`src/rtl/fb_pkg.sv`:
```
// Shared frame-buffer definitions: write-port owner encoding and default geometry.
package fb_pkg;

    localparam int ADDR_W_DEF   = 19;
    localparam int DATA_W_DEF   = 8;
    localparam int FRAME_PIXELS = 160 * 120;

    typedef enum logic [1:0] {
        ST_IDLE = 2'b00,
        ST_OWN0 = 2'b01,
        ST_OWN1 = 2'b10
    } state_t;

endpackage

```
`src/rtl/fb_write_arbiter.sv`:
```
// Bounded-burst round-robin arbiter sharing the frame RAM write port between
// the ROM loader (port 0) and the image engine (port 1); the winning write is registered.
module fb_write_arbiter
    import fb_pkg::*;
#(
    parameter int ADDR_W    = ADDR_W_DEF,
    parameter int DATA_W    = DATA_W_DEF,
    parameter int MAX_BURST = 16
) (
    input  logic              clk,
    input  logic              reset,
    input  logic              req0_valid,
    input  logic [ADDR_W-1:0] req0_addr,
    input  logic [DATA_W-1:0] req0_data,
    output logic              req0_ready,
    input  logic              req1_valid,
    input  logic [ADDR_W-1:0] req1_addr,
    input  logic [DATA_W-1:0] req1_data,
    output logic              req1_ready,
    output logic [ADDR_W-1:0] ram_wraddr,
    output logic [DATA_W-1:0] ram_data,
    output logic              ram_wren,
    output logic [1:0]        owner,
    output logic              busy
);

    localparam int              CNT_W   = $clog2(MAX_BURST + 1);
    localparam logic [CNT_W-1:0] CNT_MAX = CNT_W'(MAX_BURST);
    localparam logic [CNT_W-1:0] CNT_ONE = CNT_W'(1);

    state_t            r_state;
    state_t            w_state_nxt;
    logic [CNT_W-1:0]  r_cnt;
    logic [CNT_W-1:0]  w_cnt_nxt;
    logic              w_gnt0;
    logic              w_gnt1;
    logic              w_below_max;
    logic [CNT_W-1:0]  w_cnt_inc;
    logic [ADDR_W-1:0] r_wraddr;
    logic [DATA_W-1:0] r_data;
    logic              r_wren;

    assign w_below_max = (r_cnt < CNT_MAX);
    assign w_cnt_inc   = w_below_max ? (r_cnt + CNT_ONE) : r_cnt;

    // The owner keeps the port until its burst budget is spent while the other side waits.
    always_comb begin
        w_gnt0 = 1'b0;
        w_gnt1 = 1'b0;
        if (!reset) begin
            case (r_state)
                ST_OWN0: begin
                    if (req0_valid && (w_below_max || !req1_valid)) w_gnt0 = 1'b1;
                    else if (req1_valid)                            w_gnt1 = 1'b1;
                end
                ST_OWN1: begin
                    if (req1_valid && (w_below_max || !req0_valid)) w_gnt1 = 1'b1;
                    else if (req0_valid)                            w_gnt0 = 1'b1;
                end
                default: begin
                    if (req0_valid)      w_gnt0 = 1'b1;
                    else if (req1_valid) w_gnt1 = 1'b1;
                end
            endcase
        end
    end

    always_comb begin
        w_state_nxt = ST_IDLE;
        w_cnt_nxt   = '0;
        if (w_gnt0) begin
            w_state_nxt = ST_OWN0;
            w_cnt_nxt   = (r_state == ST_OWN0) ? w_cnt_inc : CNT_ONE;
        end else if (w_gnt1) begin
            w_state_nxt = ST_OWN1;
            w_cnt_nxt   = (r_state == ST_OWN1) ? w_cnt_inc : CNT_ONE;
        end
    end

    always_ff @(posedge clk) begin
        if (reset) begin
            r_state  <= ST_IDLE;
            r_cnt    <= '0;
            r_wren   <= 1'b0;
            r_wraddr <= '0;
            r_data   <= '0;
        end else begin
            r_state <= w_state_nxt;
            r_cnt   <= w_cnt_nxt;
            r_wren  <= w_gnt0 || w_gnt1;
            // Address/data hold their last value on idle cycles.
            if (w_gnt0) begin
                r_wraddr <= req0_addr;
                r_data   <= req0_data;
            end else if (w_gnt1) begin
                r_wraddr <= req1_addr;
                r_data   <= req1_data;
            end
        end
    end

    assign req0_ready = w_gnt0;
    assign req1_ready = w_gnt1;
    assign ram_wraddr = r_wraddr;
    assign ram_data   = r_data;
    assign ram_wren   = r_wren;
    assign owner      = r_state;
    assign busy       = (r_state != ST_IDLE);

endmodule

```
`config.mk`:
```
export PLATFORM = sky130hd
export DESIGN_NAME = fb_write_arbiter
export DESIGN_NICKNAME = d
export VERILOG_FILES = /design/src/rtl/fb_pkg.sv /design/src/rtl/fb_write_arbiter.sv
export SDC_FILE = /design/constraint.sdc
export NUM_CORES = 1
export LEC_CHECK = 0
export BUFFER_PORTS_ARGS = -buffer_cell sky130_fd_sc_hd__buf_2
export CAP_MARGIN = 20
export CORE_MARGIN = 2
export CORE_UTILIZATION = 35
export CTS_CLUSTER_DIAMETER = 80
export CTS_CLUSTER_SIZE = 16
export DETAILED_ROUTE_END_ITERATION = 10
export PLACE_DENSITY_LB_ADDON = 0.08
export RECOVER_POWER = 50
export SETUP_SLACK_MARGIN = 0.4
export SYNTH_ARGS = -nofsm -noshare
export SYNTH_HDL_FRONTEND = slang
export SYNTH_SLANG_ARGS = --single-unit
```
`constraint.sdc`:
```
create_clock -name clk -period 2.3 [get_ports clk]
set_input_delay 0.46 -clock clk [delete_from_list [all_inputs] [get_ports clk]]
set_output_delay 0.46 -clock clk [all_outputs]
set_load 0.05 [all_outputs]
```
== Word level (Yosys, flattened, before mapping) ==
Index checks and enable logic that the tools add are counted.
Storage, ports and cells
  input port bits: 58
  register bits after elaboration: 35
Cells by class
  multiplexer cells: 22
  reduce and logical (&&, ||, !) cells: 10
  order comparisons: 1
  equality and inequality tests: 2
  add/subtract/negate cells: 1
Operator list (number)
  19-bit 2-to-1 mux: 2
  5-bit 2-to-1 mux: 5
  8-bit 2-to-1 mux: 2
  1-bit 2-to-1 mux: 10
  5-bit by 1-bit adder with 5-bit output, second input constant: 1
  5-bit < comparator, second input constant: 1
  1-bit one-hot mux with 2 select lines: 2
  2-bit nonzero test: 2
  1-bit logical OR: 3
  2-bit by 1-bit == test with 1-bit output, second input constant: 1
  2-bit == test, second input constant: 1
  1-bit logical AND: 2
  1-bit zero test: 2
  2-bit 2-to-1 mux: 1
  2-bit OR reduction: 1

== Longest topological paths before layout ==
Gate-level depths: netlist of the first run.
  word-level depth: 8
  gate-level depth with buffers: 8
  gate-level depth less buffers: 6

== Least setup slack after synthesis of the first run ==
OpenSTA, ideal clock, no wires.
  path kind: register to output
  from: reg r_state[0], in the netlist owner[0]
  to: out req0_ready
  data required time: 1.840 ns
  arrival: 2.543 ns
  path slack: -0.703 ns
  path buffers: 2
  stages on the path, launching flop included: 9
  path through: dfxtp_1 -> inv_1 -> ha_1 -> nand2b_1 -> a21oi_4 -> or2_1 -> buf_6 -> buf_6 -> nor2_1
Between the ends
  cells in the longest elaborated chain, start to end: 3
  elaborated cells between the ends (all ways): 4
Ends and longest elaborated chain
  start: declaration: RTL line fb_write_arbiter.sv:31  | state_t r_state;
  start signal: assignment: RTL line fb_write_arbiter.sv:88  | r_state <= w_state_nxt;
  2-bit == test / 2-bit by 1-bit == test with 1-bit output (equally long branches): RTL line fb_write_arbiter.sv:51  | case (r_state)
  1-bit one-hot mux with 2 select lines (*): RTL line fb_write_arbiter.sv:51
  1-bit 2-to-1 mux (*): RTL line fb_write_arbiter.sv:50  | if (!reset) begin
  end: declaration: RTL line fb_write_arbiter.sv:15  | output logic req0_ready,
Mark *: on every way between the ends. The rest lies on a longest branch, timed or not.

== Worst setup path in the final report of the first run ==
Same ends and word-level chain as after synthesis.

==> impl_results.md, run 1 <==
- Peak VDD IR: 0.312 mV
- Post-layout min period: 2080 ps
- Post-Place Cells: 364
- Post-synth cell types: 34
- Final hold vios: 0
- Main synth FF type: dfxtp_1
- Clock-pin slew on the worst setup and hold paths: 70 ps
- Total wire length: 5930 um
- Die ar.: 6340 um2
- Hold Path Depth: 3
- Row count: 27
- Clock latency on the worst-skew pair: 290 ps
- Slowest CP cell: dfxtp_4
- Worst hold start: req1_addr[4]
- Post-route ant nets: 0
- Min-Delay Endpoint: ram_wraddr[4]
- Met2 Use GR: 30.3%
- # nets final: 363
- Outcome: finished clean
- CORE AREA: 5510 um2
- Syn_nets: 278
- Critical Path Start: owner[0]
- Fmax: 481 MHz
- Busiest grt layer: met2
- Htree depth: 2
- Crit path arrival time: 1620 ps
- Slew headroom: 58.9%
- IO buf count: 90
- Period utilization: 90.5%
- Top Ports: 91
- Clock Path Buffers: 2
- Initial antenna violation count: 0
- GRT overflow: 0
- 1st-pass router iterations: 4
- DR WL/cell: 15.9 um
- R2r startpoint: owner[0]
- Pre-CTS setup slack: 279 ps
- CTS Buf Count: 5
- DIE WIDTH: 79.6 um
- Final Total Pwr: 1.77 mW
- Mean Syn Cell Area: 9.27 um2
- Max Cap Violations: 0
- Post-route DRC: 0
- Final setup vio count: 0
- Initial DRC Count: 109
- Asr flop ratio synth: 0%
- Via count: 2016
- First-pass GRT wire length: 9540 um
- PwrDens: 665 nW/um2
- # fillers: 567
- Top-count cell post-synth: dfxtp_1
- FF-to-FF setup slack: 440 ps
- Worst slew pin tran: 619 ps
- Initial core utilization: 36.4%
- Number of global-route vias before repair: 1918
- Critical path fanouts, max: 5
- Worst Path Required: 1840 ps
- Yosys top cell area share: 35.0%
- GPL Wtd Cong: 0.798
- Post-CTS Hold Buffers: 0
- Mapped Area: 2000 um2
- Buf/Inv on CP: 2
- Kind of end point of the critical path: primary output
- Worst setup margin: 219 ps
- Family with the most delay on the worst path: simple AND/OR/NAND/NOR gates
- Synth area leader: dfxtp_1
- Classification of the worst-slack hold path: primary input to flip-flop
- Vias per cell: 5.40
- Critical R2R Capture: ram_wraddr[11]
- Setup tns final: 0 ps
- RSZ-0062 raised after global routing: true
- YS warnings: 0
- Reg2Reg Depth: 7
- TritonCTS clock tree: done
- Chip height: 79.6 um
- Worst path cell trace: inv_4 > ha_4 > nand4b_1 > nand2_2 > or2_4 > nor2_4 > buf_8
- Main area contributors after synthesis: dfxtp_1, a311oi_2, nand3_1, nor3_1, o21ai_0
- Crit Path Category: flip-flop to primary output
- Most frequent cells after synthesis: dfxtp_1, nand3_1, a311oi_2, nor3_1, o21ai_0
- Largest net degree at the start of global routing: 32
- Final instance area: 2660 um2
- #FFs+latches synth: 35
- GR Util met3: 5.09%
- Fin. max-slew vios: 0
- Met1 Use GR: 25.6%
- Total clock sinks: 35
- Share of cells above drive strength 1: 40.2%
- Synth-to-Final Area Change: 32.9%
- Number of diodes: 0
- Max incr delay on CP: 370 ps
- Startpoint Class: flip-flop
- Sequential Area: 708 um2
- Cells after synthesis: 216
- Dpl hpwl: 3800 um
- Area occupied by multi-input gates: 1210 um2
- Layout Cells excl Fill: 373
- EDFF count, synth: 0
- Gr usage total: 19.0%
- Clock Tree Root: clkbuf_8
- Placed cell area: 2540 um2
- P_leak: 0.959 nW
- Clock skew: 3.97 ps
- Register area share after synthesis: 35.0%
-- cell usage in the layout, fill, tap and decap left out, drive strengths merged, types with 2 or more instances in the layout --
| cell type | count |
|---|---|
| o21ai | 29 |
| dfxtp | 35 |
| nand4b | 2 |
| a21oi | 5 |
| clkbuf | 38 |
| buf | 71 |
| nand3 | 28 |
| ha | 4 |
| a21o | 2 |
| nor2 | 4 |
| nand2b | 4 |
| nand2 | 4 |
| inv | 5 |
| a311oi | 27 |
| nor3 | 27 |
| xnor2 | 2 |
| a211oi | 4 |
-- cell type report --
cell class | count | area share [%]
multi-input cells | 152 | 45.5
repair buffers | 102 | 19.9
clock buffers | 7 | 3.67
flip-flops and latches | 35 | 26.6
well taps | 72 | 3.39
inverters | 5 | 0.894
-- kinds of logic after synthesis --
kind of cell	count (synthesis)	synth area share (%)
AO/OA/AOI/OAI	71	33.8
XOR/XNOR	3	1.31
adder cells (fa/ha/maj)	4	2.50
buffers and inverters	29	8.06
flip-flops	35	35.0
multiplexers	1	0.500
AND/OR/NAND/NOR	73	18.8
-- metrics by stage --
stage / utilization (%) / hold slack [ps]
final: 48.3 / 473
after global routing: 48.3 / 481
after CTS: 48.9 / 460
after detailed placement: 46.2 / 528
after global placement: 46.2 / 526
after floorplan: - / 520
-- worst register-to-register path, cell delays in order (launching register included) --
cell	delay [ps]
dfxtp_4	360
buf_12	120
ha_4	170
nand2b_4	160
a21oi_4	110
or2_4	150
buf_4	430
a311oi_2	200
-- flip-flops by register name (all words and copies together), names as in the netlist --
register	count
owner	2
ram_wren	1
r_cnt	5
ram_wraddr	19
ram_data	8
-- how the worst max path moves through the flow --
stage            endpoint  slack [ps]  cells after the start
6_report       req0_ready         220                      7
5_1_grt        req0_ready         140                      7
4_1_cts        req0_ready         200                      7
3_5_place_dp   req0_ready         280                      7
3_3_place_gp   req0_ready         280                      7
2_1_floorplan  req0_ready          90                      8
-- routing by layer --
metal | routed length [um] | part of all wire [%]
met1 | 2710 | 46
met5 | 0 | 0
met3 | 411 | 6.9
met4 | 46 | 0.78
met2 | 2760 | 47
-- power by group --
part	internal (mW)	switching (mW)
logic	0.176	0.413
clock network	0.274	0.220
registers	0.657	0.0277
-- repair_timing --
action | 4_1_cts | 5_1_grt
gates resized for setup | 7 | 1
cloned | 0 | 0
setup buffers | 2 | 0
pin swaps | 3 | 0
endpoints found under the setup margin | 4 | 20
Note: power is estimated with default switching activity, not from simulation.
==> run 2, diff against run 1 <==
--- a/config.mk
+++ b/config.mk
@@ -14,6 +14,7 @@
 export DETAILED_ROUTE_END_ITERATION = 10
 export PLACE_DENSITY_LB_ADDON = 0.08
 export RECOVER_POWER = 50
+export REMOVE_ABC_BUFFERS = 1
 export SETUP_SLACK_MARGIN = 0.4
 export SYNTH_ARGS = -nofsm -noshare
 export SYNTH_HDL_FRONTEND = slang
==> run 2 against run 1 <==
Net effect: clock power rose by 17%; combinational power barely moved; routed wire length is 3.9% higher; sequential share of layout area fell by 0.24 points; die area unchanged; fmax decreased by 2.1%; total power up 4.6%; largest power group unchanged.
==> impl_results.md, run 2 (synthesis results as in run 1) <==
- Max Cap Violations: 0
- Commonest non-fill, non-tap cell in the layout: buf_2
- Worst slew pin tran: 644 ps
- Die ar.: 6340 um2
- DR WL/cell: 16.4 um
- Share of cells above drive strength 1: 40.5%
- Post-CTS Hold Buffers: 0
- Gr usage total: 19.6%
- P_leak: 0.979 nW
- Critical path fanouts, max: 4
- Initial DRC Count: 83
- Clock latency on the worst-skew pair: 290 ps
- Final hold vios: 0
- RSZ-0062 raised after global routing: true
- Vias per cell: 5.47
- Total wire length: 6160 um
- Crit Path Category: flip-flop to primary output
- Post-route ant nets: 0
- Dpl hpwl: 3770 um
- TritonCTS clock tree: done
- Final instance area: 2670 um2
- IO buf count: 90
- Number of global-route vias before repair: 1953
- CORE AREA: 5510 um2
- First-pass GRT wire length: 9680 um
- # fillers: 567
- Layout Cells excl Fill: 376
- Initial core utilization: 36.4%
- Outcome: finished clean
- Largest net degree at the start of global routing: 35
- Startpoint Class: flip-flop
- Final setup vio count: 0
- Period utilization: 92.4%
- Row count: 27
- Synth-to-Final Area Change: 33.1%
- Crit path arrival time: 1660 ps
- Clock-pin slew on the worst setup and hold paths: 70 ps
- Htree depth: 2
- Top Ports: 91
- Via count: 2058
- DIE WIDTH: 79.6 um
- Worst Path Required: 1840 ps
- GRT overflow: 0
- Post-layout min period: 2120 ps
- Kind of end point of the critical path: primary output
- Post-Place Cells: 365
- Clock Path Buffers: 2
- Fmax: 471 MHz
- Number of diodes: 0
- Clock skew: 1.28 ps
- 1st-pass router iterations: 4
- PwrDens: 694 nW/um2
- Post-Route Utilization: 48.4%
- Commonest non-fill, non-tap cells in the layout: buf_2, dfxtp_1, clkbuf_1
- Max FFs per register: 19
- CTS Buf Count: 5
- Classification of the worst-slack hold path: primary input to flip-flop
- Slew headroom: 57.2%
- Chip height: 79.6 um
- Initial antenna violation count: 0
- GPL Wtd Cong: 0.791
- Peak VDD IR: 0.314 mV
- Placed cell area: 2480 um2
- Post-route DRC: 0
- # nets final: 365
- Total clock sinks: 35
- Clock Tree Root: clkbuf_8
- Fin. max-slew vios: 0
[run 2: per-layer routing]
layer | vias to the layer above | share of wire, % | global-route usage, %
met5 | - | 0 | 0
met4 | 0 | 0.76 | 5.34
met2 | 60 | 47 | 32.5
met3 | 7 | 5.5 | 5.20
li1 | 998 | - | -
met1 | 993 | 47 | 24.9
[run 2: critical path, stage by stage (launching register included)]
cell and delay [ps]:
dfxtp_1 350, inv_1 90, ha_4 300, buf_6 110, o221a_4 210, nand2_4 50
nor2_2 90, buf_6 160
[run 2: layout make-up]
type / count / area (um2) / share of cell area, %
clock buffers: 6 / 82.6 / 3.10
clock inverters: 2 / 35.0 / 1.31
inverters: 5 / 18.8 / 0.704
multi-input cells: 152 / 1190 / 44.7
flip-flops and latches: 35 / 703 / 26.4
well taps: 72 / 90.1 / 3.38
repair buffers: 104 / 544 / 20.4
[run 2: repair_timing]
item,in CTS,in global routing
setup endpoints to repair,31,23
gates resized for setup,18,5
pin swaps,5,3
setup buffers,3,0
[run 2: path summary, 6_finish.rpt]
check,start,endpoint,slack (ps),cells after the start
setup reg to reg,owner[0],ram_wraddr[16],450,7
hold reg to reg,r_cnt[3],r_cnt[4],540,2
setup / recovery,owner[0],req1_ready,180,7
hold / removal,reset,owner[0],430,2
[run 2: where the power goes]
part           total [mW]  switching (mW)  internal [mW]
combinational       0.587           0.413          0.173
clock               0.576           0.226          0.351
sequential          0.686          0.0283          0.658
[run 2: stage by stage]
| step | setup WS [ps] | power [mW] | hold slack (ps) | TNS, ps |
|---|---|---|---|---|
| global placement | 257 | 1.28 | 527 | 0 |
| floorplan | -1370 | 1.08 | 514 | -26520 |
| CTS | 210 | 1.88 | 410 | 0 |
| detailed placement | 220 | 1.28 | 533 | 0 |
| finish | 175 | 1.85 | 427 | 0 |
| global route | 93.9 | 1.94 | 436 | 0 |
==> run 3, diff against run 2 <==
--- a/config.mk
+++ b/config.mk
@@ -5,10 +5,11 @@
 export SDC_FILE = /design/constraint.sdc
 export NUM_CORES = 1
 export LEC_CHECK = 0
+export ABC_AREA = 1
 export BUFFER_PORTS_ARGS = -buffer_cell sky130_fd_sc_hd__buf_2
 export CAP_MARGIN = 20
 export CORE_MARGIN = 2
-export CORE_UTILIZATION = 35
+export CORE_UTILIZATION = 47
 export CTS_CLUSTER_DIAMETER = 80
 export CTS_CLUSTER_SIZE = 16
 export DETAILED_ROUTE_END_ITERATION = 10
==> run 3 against run 2 <==
Net effect: combinational power rose to 4.9 times the previous value; clock skew up 0.61 ps; first-iteration DRC count increased by 55%; clock power is 13% lower; critical endpoint unchanged; highest routed layer unchanged.
==> impl_results.md, run 3 <==
- P_leak: 1.40 nW
- CTS Buf Count: 5
- Clock skew: 1.88 ps
- Fmax: 495 MHz
- First-pass GRT wire length: 9470 um
- Critical Path Start: owner[0]
- Worst hold slack: 485 ps
- Min-Delay Endpoint: ram_data[5]
- Post-Place Cells: 438
- Post-synth cell types: 23
- Classification of the worst-slack hold path: flip-flop to flip-flop
- Clock-pin slew on the worst setup and hold paths: 70 ps
- Htree depth: 2
- DR WL/cell: 12.4 um
- Post-route ant nets: 0
- Max FFs per register: 19
- Post-route DRC: 0
- R2r startpoint: owner[0]
- Yosys top cell area share: 33.6%
- Final hold vios: 0
- Max Cap Violations: 0
- Top-count cell post-synth: inv_1
- Top Ports: 91
- Register area share after synthesis: 33.6%
- Asr flop ratio synth: 0%
- Family with the most delay on the worst path: buffers and inverters
- YS warnings: 0
- Worst hold start: ram_data[5]
- 1st-pass router iterations: 4
- Slew headroom: 57.1%
- Synth-to-Final Area Change: 31.2%
- Dpl hpwl: 3610 um
- Crit Path Category: flip-flop to primary output
- Post-layout min period: 2020 ps
- Number of diodes: 0
- RSZ-0062 raised after global routing: true
- Mean Syn Cell Area: 6.69 um2
- #FFs+latches synth: 35
- Peak VDD IR: 0.605 mV
- Outcome: finished clean
- Fin. max-slew vios: 0
- EDFF count, synth: 0
- Commonest non-fill, non-tap cells in the layout: inv_1, nand3_1, buf_2
- FF-to-FF setup slack: 460 ps
- Startpoint Class: flip-flop
- Hold Path Depth: 2
- Post-CTS Hold Buffers: 0
- Kind of end point of the critical path: primary output
- Clock Path Buffers: 2
- Chip height: 70.7 um
- Clock latency on the worst-skew pair: 290 ps
- Die ar.: 4990 um2
- Max incr delay on CP: 370 ps
- Most frequent cells after synthesis: inv_1, nand3_1, nand2_1
- IO buf count: 90
- Largest net degree at the start of global routing: 43
- Total wire length: 5610 um
- Total clock sinks: 35
- Crit path arrival time: 1560 ps
- Row count: 24
- Buf/Inv on CP: 4
- Synth area leader: dfxtp_1
- CORE AREA: 4320 um2
- GRT overflow: 0
- GPL Wtd Cong: 0.869
- CP dominant cell by count: nand2_2
- Reg2Reg Depth: 11
- TritonCTS clock tree: done
- Mapped Area: 2090 um2
- Final Total Pwr: 4.41 mW
- Initial core utilization: 48.3%
- Number of global-route vias before repair: 2176
- Period utilization: 87.7%
- Layout Cells excl Fill: 454
- Via count: 2303
- Slowest CP cell: dfxtp_4
- Cells after synthesis: 312
- Worst Path Required: 1840 ps
- DIE WIDTH: 70.7 um
- Critical path fanouts, max: 3
- Share of cells above drive strength 1: 25.1%
- Vias per cell: 5.07
- Worst path cell trace: buf_4 > ha_4 > nand2_2 > inv_2 > nand2_2 > nand3_2 > nand3_1 > inv_4 > buf_8
- Placed cell area: 2510 um2
- # nets final: 463
- Initial DRC Count: 129
- Main area contributors after synthesis: dfxtp_1, nand3_1, inv_1, nand4_1, nand2_1
- Gr usage total: 23.1%
- PwrDens: 1610 nW/um2
- Final instance area: 2740 um2
- Worst slew pin tran: 646 ps
- Clock Tree Root: clkbuf_8
- Commonest non-fill, non-tap cell in the layout: inv_1
- Main synth FF type: dfxtp_1
- Initial antenna violation count: 0
- Final setup vio count: 0
- Critical R2R Capture: ram_data[6]
==> run 3: logic make-up (layout without fill, tap and decap cells) <==
family | count (synthesis) | after routing | synth area share [%]
adder cells (fa/ha/maj) | 4 | 4 | 2.40
AO/OA/AOI/OAI | 34 | 34 | 8.63
flip-flops | 35 | 35 | 33.6
XOR/XNOR | 1 | 1 | 0.419
buffers and inverters | 93 | 183 | 19.6
multiplexers | 1 | 1 | 0.479
AND/OR/NAND/NOR | 144 | 144 | 34.9
==> run 3: power by group <==
| part | switching (mW) | internal, mW |
|---|---|---|
| clock network | 0.227 | 0.274 |
| logic | 2.10 | 0.804 |
| registers | 0.148 | 0.865 |
==> run 3: how the worst max path moves through the flow <==
stage,end,slack (ps),depth (start not counted)
finish,req1_ready,280,9
global route,req1_ready,170,9
CTS,req0_ready,370,6
detailed placement,ram_data[4],140,8
global placement,ram_data[3],160,8
floorplan,req0_ready,-750,5
==> run 3: timing repair <==
item	CTS	global route
setup buffers	4	4
gates resized for setup	24	8
setup endpoints to repair	30	30
hold endpoints to repair	0	0
pin swaps	5	4
==> run 3: area by class of cell <==
| class | count | area [um2] |
|---|---|---|
| multi-input combinational | 184 | 1040 |
| inverter | 70 | 273 |
| sequential | 35 | 708 |
| timing repair buffer | 105 | 553 |
| fill | 433 | 1580 |
| clock buffer | 8 | 100 |
| tap | 52 | 65.1 |
==> run 3: stage by stage <==
stage          TNS (ps)  setup slack [ps]  util (%)
2_1_floorplan    -17620              -749         -
3_3_place_gp          0               163      58.0
3_5_place_dp          0               136      58.0
4_1_cts               0               366      63.0
5_1_grt               0               169      63.4
6_report              0               282      63.4
==> run 3: worst min-delay path, delay by kind of cell, from the launching register on <==
kind	cells	cell delay, ps
flip-flops	1	310
AND/OR/NAND/NOR	1	70
AO/OA/AOI/OAI	1	60
==> run 3: layer usage <==
metal / global-route usage (%) / vias up / part of all wire (%)
met4: 7.76 / 0 / 1.2
met5: 0 / - / 0
li1: - / 1192 / -
met3: 5.41 / 6 / 6.2
met1: 29.1 / 1038 / 45
met2: 39.2 / 67 / 48
